## config.mk

```make
export PLATFORM = sky130hd
export DESIGN_NAME = dram_arbiter
export DESIGN_NICKNAME = d
export VERILOG_FILES = /design/src/rtl/types.sv /design/src/rtl/dram_arbiter_rr_picker.sv /design/src/rtl/dram_arbiter.sv
export SDC_FILE = /design/constraint.sdc
export NUM_CORES = 1
export LEC_CHECK = 0
export CORE_AREA = 2 2 169 171
export CTS_BUF_LIST = sky130_fd_sc_hd__clkbuf_4 sky130_fd_sc_hd__clkbuf_8
export CTS_CLUSTER_SIZE = 16
export DETAILED_ROUTE_END_ITERATION = 6
export DIE_AREA = 0 0 171 173
export MAX_ROUTING_LAYER = met4
export SYNTH_ARGS = -nofsm -noshare
export SYNTH_HDL_FRONTEND = slang
export SYNTH_SLANG_ARGS = --single-unit
```

## constraint.sdc

```tcl
create_clock -name clk -period 3.3 [get_ports clk]
set_input_delay 0.66 -clock clk [delete_from_list [all_inputs] [get_ports clk]]
set_output_delay 0.66 -clock clk [all_outputs]
set_load 0.02 [all_outputs]
```

## src/rtl/types.sv

```systemverilog
// Shared DRAM interface widths and the arbiter state encoding.
package types;
  localparam int ADDRESS_LEN        = 32;
  localparam int BURST_ACCESS_WIDTH = 64;

  typedef enum logic [1:0] {
    IDLE  = 2'd0,
    ISSUE = 2'd1,
    WAIT  = 2'd2,
    RESP  = 2'd3
  } arb_state_t;
endpackage

```

## src/rtl/dram_arbiter_rr_picker.sv

```systemverilog
// Combinational round-robin priority encoder: first set request at or above ptr_i, wrapping.
module rr_picker #(
  parameter int N  = 2,
  parameter int IW = 1
) (
  input  logic [N-1:0]  req_i,
  input  logic [IW-1:0] ptr_i,
  output logic [IW-1:0] grant_o,
  output logic          any_o
);
  logic [IW:0]   sum;
  logic [IW-1:0] idx;

  // Walk offsets from farthest to nearest so the nearest active request wins.
  always_comb begin
    grant_o = '0;
    any_o   = 1'b0;
    sum     = '0;
    idx     = '0;
    for (int k = N - 1; k >= 0; k--) begin
      sum = {1'b0, ptr_i} + (IW + 1)'(k);
      if (sum >= (IW + 1)'(N)) begin
        sum = sum - (IW + 1)'(N);
      end
      idx = sum[IW-1:0];
      if (req_i[idx]) begin
        grant_o = idx;
        any_o   = 1'b1;
      end
    end
  end
endmodule

```

## src/rtl/dram_arbiter.sv

```systemverilog
// Round-robin arbiter sharing one DRAM burst port, one outstanding transaction, with watchdog.
module dram_arbiter
  import types::*;
#(
  parameter int NUM_REQ        = 2,
  parameter int TIMEOUT_CYCLES = 1024
) (
  input  logic                                   clk,
  input  logic                                   rst,
  input  logic [NUM_REQ-1:0]                     req_valid,
  input  logic [NUM_REQ-1:0]                     req_we,
  input  logic [NUM_REQ*ADDRESS_LEN-1:0]         req_addr,
  input  logic [NUM_REQ*BURST_ACCESS_WIDTH-1:0]  req_wdata,
  output logic [NUM_REQ-1:0]                     req_ready,
  output logic [NUM_REQ-1:0]                     resp_valid,
  output logic [NUM_REQ-1:0]                     resp_done,
  output logic                                   resp_err,
  output logic [BURST_ACCESS_WIDTH-1:0]          resp_rdata,
  output logic [ADDRESS_LEN-1:0]                 addr,
  output logic                                   read_en,
  output logic                                   write_en,
  output logic [BURST_ACCESS_WIDTH-1:0]          wdata,
  input  logic                                   dram_ready,
  input  logic                                   dram_complete,
  input  logic [BURST_ACCESS_WIDTH-1:0]          rdata,
  input  logic                                   valid,
  output logic                                   busy,
  output logic                                   err_sticky
);
  localparam int IW = (NUM_REQ > 1) ? $clog2(NUM_REQ) : 1;
  localparam int WW = $clog2(TIMEOUT_CYCLES) + 1;
  localparam logic [WW-1:0] WD_LAST  = WW'(TIMEOUT_CYCLES - 1);
  localparam logic [IW-1:0] IDX_LAST = IW'(NUM_REQ - 1);

  arb_state_t                    state_q;
  logic [IW-1:0]                 rr_ptr_q, gnt_q, pick_idx, rr_ptr_d;
  logic                          pick_any, we_q;
  logic [ADDRESS_LEN-1:0]        addr_q;
  logic [BURST_ACCESS_WIDTH-1:0] wdata_q, resp_rdata_q;
  logic [WW-1:0]                 wd_q;
  logic [NUM_REQ-1:0]            req_ready_q, resp_valid_q, resp_done_q;
  logic                          resp_err_q, err_sticky_q, read_en_q, write_en_q;
  logic                          wait_rd, wait_wr, event_ok, spurious;

  logic [ADDRESS_LEN-1:0]        addr_arr  [NUM_REQ];
  logic [BURST_ACCESS_WIDTH-1:0] wdata_arr [NUM_REQ];

  generate
    for (genvar gi = 0; gi < NUM_REQ; gi++) begin : g_unpack
      assign addr_arr[gi]  = req_addr[gi*ADDRESS_LEN +: ADDRESS_LEN];
      assign wdata_arr[gi] = req_wdata[gi*BURST_ACCESS_WIDTH +: BURST_ACCESS_WIDTH];
    end
  endgenerate

  rr_picker #(.N(NUM_REQ), .IW(IW)) u_rr_picker (
    .req_i   (req_valid),
    .ptr_i   (rr_ptr_q),
    .grant_o (pick_idx),
    .any_o   (pick_any)
  );

  // Only the event matching the pending command in WAIT is legal; anything else is flagged.
  assign wait_rd  = (state_q == WAIT) && !we_q;
  assign wait_wr  = (state_q == WAIT) && we_q;
  assign event_ok = (wait_rd && valid) || (wait_wr && dram_complete);
  assign spurious = (valid && !wait_rd) || (dram_complete && !wait_wr);
  assign rr_ptr_d = (gnt_q == IDX_LAST) ? '0 : gnt_q + 1'b1;

  always_ff @(posedge clk) begin
    if (!rst) begin
      state_q      <= IDLE;
      rr_ptr_q     <= '0;
      gnt_q        <= '0;
      we_q         <= 1'b0;
      addr_q       <= '0;
      wdata_q      <= '0;
      resp_rdata_q <= '0;
      wd_q         <= '0;
      req_ready_q  <= '0;
      resp_valid_q <= '0;
      resp_done_q  <= '0;
      resp_err_q   <= 1'b0;
      err_sticky_q <= 1'b0;
      read_en_q    <= 1'b0;
      write_en_q   <= 1'b0;
    end else begin
      req_ready_q  <= '0;
      resp_valid_q <= '0;
      resp_done_q  <= '0;
      resp_err_q   <= 1'b0;
      if (spurious) err_sticky_q <= 1'b1;
      case (state_q)
        IDLE: if (pick_any) begin
          gnt_q                 <= pick_idx;
          we_q                  <= req_we[pick_idx];
          addr_q                <= addr_arr[pick_idx];
          wdata_q               <= wdata_arr[pick_idx];
          req_ready_q[pick_idx] <= 1'b1;
          read_en_q             <= ~req_we[pick_idx];
          write_en_q            <= req_we[pick_idx];
          state_q               <= ISSUE;
        end
        ISSUE: if (dram_ready) begin
          read_en_q  <= 1'b0;
          write_en_q <= 1'b0;
          wd_q       <= '0;
          state_q    <= WAIT;
        end
        WAIT: begin
          // A real event on the final watchdog cycle takes precedence over the timeout.
          if (event_ok || wd_q == WD_LAST) begin
            if (event_ok && !we_q) resp_rdata_q <= rdata;
            if (!event_ok) begin
              resp_err_q   <= 1'b1;
              err_sticky_q <= 1'b1;
            end
            resp_valid_q[gnt_q] <= ~we_q;
            resp_done_q[gnt_q]  <= we_q;
            state_q             <= RESP;
          end else begin
            wd_q <= wd_q + 1'b1;
          end
        end
        RESP: begin
          rr_ptr_q <= rr_ptr_d;
          state_q  <= IDLE;
        end
        default: state_q <= IDLE;
      endcase
    end
  end

  assign req_ready  = req_ready_q;
  assign resp_valid = resp_valid_q;
  assign resp_done  = resp_done_q;
  assign resp_err   = resp_err_q;
  assign resp_rdata = resp_rdata_q;
  assign addr       = addr_q;
  assign wdata      = wdata_q;
  assign read_en    = read_en_q;
  assign write_en   = write_en_q;
  assign busy       = (state_q != IDLE);
  assign err_sticky = err_sticky_q;
endmodule

```

Word-level counts from Yosys, hierarchy flattened:

Index checks and enable logic that the tools add are counted.

* bits in registers: 186
* word-level logic and storage cells: 108

* reductions and logical operators: 26
* equality and inequality tests: 8
* bitwise gates (word level): 5
* add/subtract/negate cells: 5
* $lt $le $gt $ge: 9
* mux-type cells: 40

Operators with widths (number)
* $mux 64: 3
* $mux 32: 3
* $mux 1: 23
* $mux 11: 2
* $pmux 11 s2: 1
* $reduce_and 3->1: 6
* $add 11x1->11 const B: 1
* $eq 11x10->1 const B: 1
* $logic_and 1x1->1: 9
* $lt 1x2->1 const B: 4
* $pmux 2 s4: 1
* $mux 2: 3
* $ne 2x2->1 const B: 3
* $reduce_bool 2->1: 3
* $and 2x2->2: 2
* $eq 2x2->1 const B: 2
* $ge 2x2->1 const B: 2
* $pmux 1 s2: 2
* $logic_not 1->1: 3
* $logic_or 1x1->1: 3
* $add 1x1->2 const B: 1
* $demux 1 s1: 2
* $eq 2x1->1 const B: 1
* $ge 1x1->1 const B: 2
* 8 further kinds: 10

Depth between registers and ports, before layout:

Gate-level depths: netlist of run 1.

* word-level depth: 12
* mapped depth: 9
* depth with buffers taken out: 6

By module:

A second synthesis of run 1 with hierarchy kept.

* cell total of the unflattened synthesis: 863
* area, all modules: 7707.4 µm²

By module, submodules not included
* dram_arbiter: times used 1, area an instance 7689.9 µm², cells each 860
* rr_picker: times used 1, area an instance 17.5 µm², cells each 3

Least setup slack after synthesis of run 1:

Ideal clock, no wire load.

* path type: in2reg
* start: input rst
* end: register addr_q[25] (netlist: addr[25])
* required time: 3.240 ns
* slack: 1.425 ns
* arrival: 1.815 ns
* setup time: 0.060 ns
* path buffers: 3
* cell stages on the path: 7
* cells stage by stage: buf_2 inv_2 nor4_4 buf_2 buf_2 a22oi_1 nand2_1

RTL lines
* start: declaration: RTL line dram_arbiter.sv:9 `input logic rst,`
* end signal: assignment: RTL line dram_arbiter.sv:96 `addr_q <= addr_arr[pick_idx];`
* end: declaration: RTL line dram_arbiter.sv:38 `logic [ADDRESS_LEN-1:0] addr_q;`

Final worst setup path of run 1:

* start: register state_q[0]
* end: output busy

* longest elaborated chain between the ends: 1

Ends and longest elaborated chain
* start: declaration: RTL line dram_arbiter.sv:35 `arb_state_t state_q;`
* start signal: assignment: RTL line dram_arbiter.sv:71 `state_q <= IDLE;`
* start signal: assignment: RTL line dram_arbiter.sv:101 `state_q <= ISSUE;`
* start signal: assignment: RTL line dram_arbiter.sv:107 `state_q <= WAIT;`
* $reduce_bool 2->1: RTL line dram_arbiter.sv:142 `assign busy = (state_q != IDLE);`
* end: declaration: RTL line dram_arbiter.sv:27 `output logic busy,`

Every way passes these cells.

==> results of run 1 <==
## metal layers
metal	global-route usage [%]	vias up
met3	4.97	15
met5	-	-
li1	-	3712
met1	20.5	3308
met2	30.1	297
met4	3.64	0
## power breakdown
| part | internal (uW) | switching, uW | leakage, uW | total [uW] |
|---|---|---|---|---|
| clock network | 640 | 921 | 0.000199 | 1560 |
| logic | 1290 | 1420 | 0.00291 | 2700 |
| registers | 2680 | 252 | 0.00152 | 2930 |
| total | 4600 | 2590 | 0.00462 | 7190 |
## Yosys cell counts (3+ instances only)
master,instances,area [sq um]
nor3_1,5,25.0
a22oi_1,96,721
nand2_1,338,1270
o21ai_0,5,25.0
clkbuf_1,41,154
ha_1,6,75.1
mux2i_1,5,50.1
nand3_1,11,55.1
a31oi_1,5,31.3
inv_1,8,30.0
a21oi_1,71,355
dfxtp_1,186,3720
nor2_1,14,52.6
a21o_1,3,22.5
buf_2,13,65.1
## flip-flops by register name, summed over array words and instances (netlist names), 2 cells and up
name        flops
resp_rdata     64
wdata          64
addr           32
wd_q           11
req_ready       2
resp_done       2
resp_valid      2
state_q         2
## critical path, cell delays in order, from the launching register on
cell,delay [ns]
dfxtp_1,0.37
inv_1,0.09
ha_1,0.27
inv_1,0.14
clkdlybuf4s50_1,0.62
## per-stage QoR
| step | utilization [%] | total power (uW) | cells |
|---|---|---|---|
| 6_report | 44.1 | 7190 | 1651 |
| 4_1_cts | 44.1 | 7310 | 1651 |
| 5_1_grt | 44.1 | 7610 | 1651 |
| 2_1_floorplan | - | 4210 | 852 |
| 3_5_place_dp | 42.7 | 5710 | 1620 |
| 3_3_place_gp | 42.7 | 5690 | 1620 |
## area by class of cell
| cell class | count | area, sq um | area share [%] |
|---|---|---|---|
| Inverter | 9 | 33.8 | 0.277 |
| Sequential cell | 186 | 3720 | 30.6 |
| Tap cell | 378 | 473 | 3.88 |
| Clock buffer | 18 | 241 | 1.98 |
| Multi-Input combinational cell | 602 | 3070 | 25.2 |
| Timing Repair Buffer | 445 | 4490 | 36.9 |
| Clock inverter | 13 | 156 | 1.28 |
## layout by cell type (no fill, tap or decap), types with 3 or more instances in the layout
cell type / synthesis / layout
a21o_1: 3 / 3
a21oi_1: 71 / 70
a22oi_1: 96 / 96
a31oi_1: 5 / 5
buf_12: 0 / 5
buf_4: 0 / 5
clkbuf_8: 0 / 17
clkdlybuf4s50_1: 0 / 435
clkinv_4: 0 / 4
dfxtp_1: 186 / 186
ha_1: 6 / 6
inv_1: 8 / 8
inv_8: 0 / 3
mux2i_1: 5 / 5
nand2_1: 338 / 338
nand3_1: 11 / 11
nor2_1: 14 / 13
nor3_1: 5 / 5
o21ai_0: 5 / 5
## logic make-up after synthesis
group,Yosys count,share of synthesized area (%)
muxes,6,0.925
and+or+nand+nor,393,22.9
adders and majority gates,6,1.07
buffers and inverters,64,3.75
AOI/OAI and AO/OA,197,18.4
DFF,186,52.9
## worst min path at each step
stage / from / end / slack [ns]
6_report: wd_q[10] / wd_q[10] / 0.43
5_1_grt: wd_q[10] / wd_q[10] / 0.45
4_1_cts: wd_q[10] / wd_q[10] / 0.44
3_5_place_dp: wd_q[10] / wd_q[10] / 0.42
3_3_place_gp: wd_q[10] / wd_q[10] / 0.42
2_1_floorplan: wd_q[10] / wd_q[10] / 0.41
==> impl_metrics.json, run 1 <==
{
  "postSynthCellCount": 852,
  "htreeDepth": 4,
  "syn-cell-area_sq_um": 7030,
  "reg2reg_from": "state_q[0]",
  "nFillCells": 2805,
  "final_hold_viol_count": 0,
  "cts_hold_buf": 0,
  "skew_ns": 0.0255,
  "place_congestion": 0.824,
  "routed_wirelength_um": 26500,
  "endpoint": "busy",
  "status": "complete, no violations",
  "relSlewSlack_pct": 49.4,
  "r2r_cells": 7,
  "ctsResizeCount": 0,
  "placed_cell_area_sq_um": 11800,
  "critical_path_class": "reg -> out",
  "peakVddDrop_mv": 0.301,
  "p_leak_uw": 0.00462,
  "antenna_found_initial": 0,
  "grt_pass1_vias": 6914,
  "arrival_ns": 1.95,
  "coreArea_sq_um": 27600,
  "synth_ff_type": "dfxtp_1",
  "powerDensity_nw_per_um2": 590,
  "drv_cap": 0,
  "fin_crit_ns": 2.61,
  "tightest_slew_ns": 0.758,
  "slew_viol_final": 0,
  "die_h_um": 173,
  "cts_root_buffer": "clkbuf_8",
  "critical_path_required_ns": 2.64,
  "pre_cts_slack_ns": 0.776,
  "cp-end-kind": "output port",
  "layout_setup_ws_ns": 0.692,
  "rsz0062_at_grt": "false",
  "cts_made_buffers": 17,
  "drt-vias-per-instance": 4.44,
  "drt.antenna.violating_nets": 0,
  "ys_seq_elements": 186,
  "clock-sinks": 186,
  "post-cts-setup-buffers": 0,
  "clock_latency_ns": 0.45,
  "synth-edff-count": 0,
  "port_buffers": 435,
  "r2r_slack_ns": 1.05,
  "ioPinCount": 436,
  "die-area_sq_um": 29600,
  "syn_to_final_growth_pct": 73.3,
  "vias": 7332,
  "synth_cell_type_count": 50,
  "fin_area_sq_um": 12200,
  "top_layer": "met4",
  "rr_endpoint": "resp_rdata[27]",
  "drt-initial-drc-count": 386,
  "setup_tns_ns": 0,
  "whs_path_depth": 2,
  "cts_tree": "built",
  "hpwl_um": 19800,
  "hold_ws_ns": 0.434,
  "diodes": 0,
  "post-route-period-util_pct": 79.0,
  "synthArstFlopShare_pct": 0,
  "start_util_pct": 25.5,
  "grt_pass1_wl_um": 39300,
  "cts.path.max_buffers": 2,
  "wl_met1_um": 10800,
  "syn_avg_cell_area_sq_um": 8.25,
  "synth_nets": 1123,
  "fin_nets": 1532,
  "start_kind": "flip-flop",
  "yosys_warnings": 0,
  "route.met3.wl_um": 2220,
  "post-route-drc-count": 0,
  "min_path_type": "reg -> reg",
  "fmax_mhz": 383,
  "dr_wl_met2_um": 13200,
  "grt_overflow": 0,
  "track_usage_pct": 17.6,
  "drive_gt1_share_pct": 4.24,
  "setup_viol": 0,
  "wl_per_cell_um": 16.1,
  "yosysSeqAreaShare_pct": 52.9,
  "die_w_um": 171,
  "drt-pass1-iter-count": 4,
  "grt_max_degree": 99,
  "num_rows": 61,
  "crit_fanout": 6,
  "startpoint": "state_q[0]",
  "path_clk_slew_ns": 0.11
}
Power figures use the tool's default switching activity.
==> run 2, diff against run 1 <==
--- a/config.mk
+++ b/config.mk
@@ -5,11 +5,11 @@
 export SDC_FILE = /design/constraint.sdc
 export NUM_CORES = 1
 export LEC_CHECK = 0
-export CORE_AREA = 2 2 169 171
+export CORE_AREA = 2 2 170 172
 export CTS_BUF_LIST = sky130_fd_sc_hd__clkbuf_4 sky130_fd_sc_hd__clkbuf_8
 export CTS_CLUSTER_SIZE = 16
 export DETAILED_ROUTE_END_ITERATION = 6
-export DIE_AREA = 0 0 171 173
+export DIE_AREA = 0 0 172 174
 export MAX_ROUTING_LAYER = met4
 export SYNTH_ARGS = -nofsm -noshare
 export SYNTH_HDL_FRONTEND = slang
==> constraint.sdc (replaced) <==
create_clock -name clk -period 2.2 [get_ports clk]
set_input_delay 0.44 -clock clk [delete_from_list [all_inputs] [get_ports clk]]
set_output_delay 0.44 -clock clk [all_outputs]
set_load 0.02 [all_outputs]
==> impl_metrics.json, run 2 (same netlist as run 1, synthesis figures left out) <==
{
  "status": "complete, no violations",
  "post-cts-setup-buffers": 0,
  "dp_cells": 1653,
  "multi_input_area_sq_um": 3070,
  "htreeDepth": 4,
  "mostFrequentLayoutCells": "434 x clkdlybuf4s50_1, 338 x nand2_1, 186 x dfxtp_1",
  "ioPinCount": 436,
  "syn_to_final_growth_pct": 76.9,
  "critical_path_class": "reg -> out",
  "drt-pass1-iter-count": 7,
  "antenna_found_initial": 0,
  "r2r_cells": 5,
  "grt_pass1_wl_um": 39400,
  "powerDensity_nw_per_um2": 875,
  "die-area_sq_um": 29900,
  "rr_endpoint": "state_q[0]",
  "grt_overflow": 0,
  "drt.antenna.violating_nets": 0,
  "routed_wirelength_um": 27100,
  "final_common_cell": "clkdlybuf4s50_1",
  "setup_tns_ns": 0,
  "fmax_mhz": 482,
  "track_usage_pct": 17.9,
  "die_w_um": 172,
  "relSlewSlack_pct": 51.0,
  "slew_viol_final": 0,
  "fin_crit_ns": 2.08,
  "num_rows": 62,
  "slowest_delay_ns": 0.37,
  "final_hold_viol_count": 0,
  "cts.path.max_buffers": 2,
  "arrival_ns": 1.64,
  "drv_cap": 0,
  "die_h_um": 174,
  "seq_area_sq_um": 3720,
  "post-route-period-util_pct": 94.3,
  "clock_latency_ns": 0.47,
  "r2r_slack_ns": 0.27,
  "drive_gt1_share_pct": 6.23,
  "min-delay-start": "wd_q[10]",
  "wl_per_cell_um": 16.1,
  "crit_fanout": 4,
  "cts_root_buffer": "clkbuf_8",
  "cp_slowest_cell": "dfxtp_1",
  "path_delay_family": "buffers and inverters",
  "holdPathEnd": "wd_q[10]",
  "hold_ws_ns": 0.438,
  "path_clk_slew_ns": 0.09,
  "hpwl_um": 21100,
  "cts_made_buffers": 17,
  "min_path_type": "reg -> reg",
  "port_buffers": 435,
  "drt-vias-per-instance": 4.46,
  "whs_path_depth": 2,
  "nFillCells": 2862,
  "diodes": 0,
  "critical_path_required_ns": 1.76,
  "setup_viol": 0,
  "fin_nets": 1559,
  "skew_ns": 0.0210,
  "cp_cell_sequence": "inv_1 -> ha_1 -> inv_1 -> clkdlybuf4s15_1",
  "fin_area_sq_um": 12400,
  "cts_tree": "built",
  "drt-initial-drc-count": 441,
  "cp-end-kind": "output port",
  "path_common_cell": "inv_1",
  "grt_pass1_vias": 7202,
  "clock-sinks": 186,
  "rsz0062_at_grt": "false",
  "cts_hold_buf": 0,
  "start_kind": "flip-flop",
  "grt_max_degree": 70,
  "worst-path-buf-inv": 3,
  "stdcell_count": 1684,
  "place_congestion": 0.867,
  "tightest_slew_ns": 0.735,
  "start_util_pct": 24.9,
  "coreArea_sq_um": 28200,
  "placed_cell_area_sq_um": 12100,
  "p_leak_uw": 0.00477,
  "peakVddDrop_mv": 0.356,
  "vias": 7507,
  "reg2reg_from": "wd_q[0]",
  "post-route-drc-count": 0
}
[run 2: changes by cell type in the layout (fill, tap and decap cells not counted), moves of 2 or more]
cell / change
inv_8: -2
clkinv_8: -2
clkinv_2: +3
buf_12: +6
clkinv_4: -2
buf_4: +21
[run 2: through the flow]
stage / util (%) / total power, uW / worst slack, ns
after floorplan: - / 6320 / 0.347
after global placement: 42.8 / 8750 / 0.0121
after detailed placement: 42.8 / 8780 / 0.0237
after CTS: 44.1 / 11100 / 0.0533
after global routing: 44.1 / 11500 / 0.00437
final: 44.1 / 10900 / 0.125
[run 2: worst reg2reg max path: stages, from the launching register on]
cell      delay, ns
dfxtp_1        0.44
ha_1           0.24
nand3_2        0.15
nor4_2         0.47
o21ai_0        0.24
a221oi_1       0.31
[run 2: how the worst max path moves through the flow]
stage | startpoint | cells after the start | slack (ns) | to
global route | state_q[0] | 4 | 0.004 | busy
floorplan | state_q[0] | 8 | 0.35 | addr[25]
detailed placement | rst | 7 | 0.02 | wdata[6]
finish | state_q[0] | 4 | 0.12 | busy
CTS | state_q[0] | 4 | 0.05 | busy
global placement | rst | 7 | 0.01 | wdata[6]
[run 2: report_power, final]
part | internal [uW] | switching (uW)
Combinational | 2080 | 2220
Sequential | 4010 | 348
Clock | 948 | 1280
[run 2: routing by layer]
| layer | track usage, % | vias up | part of all wire [%] |
|---|---|---|---|
| met1 | 19.9 | 3391 | 39 |
| li1 | - | 3767 | - |
| met3 | 5.44 | 33 | 9.1 |
| met2 | 30.7 | 316 | 50 |
| met5 | - | - | 0 |
| met4 | 5.18 | 0 | 2.0 |
[run 2: area by class of cell]
class	count	area share [%]
Multi-Input combinational cell	602	24.6
Sequential cell	186	29.9
Inverter	9	0.271
Tap cell	384	3.86
Timing Repair Buffer	472	38.3
Clock inverter	12	0.925
Clock buffer	19	2.05
[run 2: repair_timing]
item,4_1_cts,5_1_grt
gates resized for setup,1,1
endpoints found under the setup margin,1,1
hold endpoints to repair,0,0
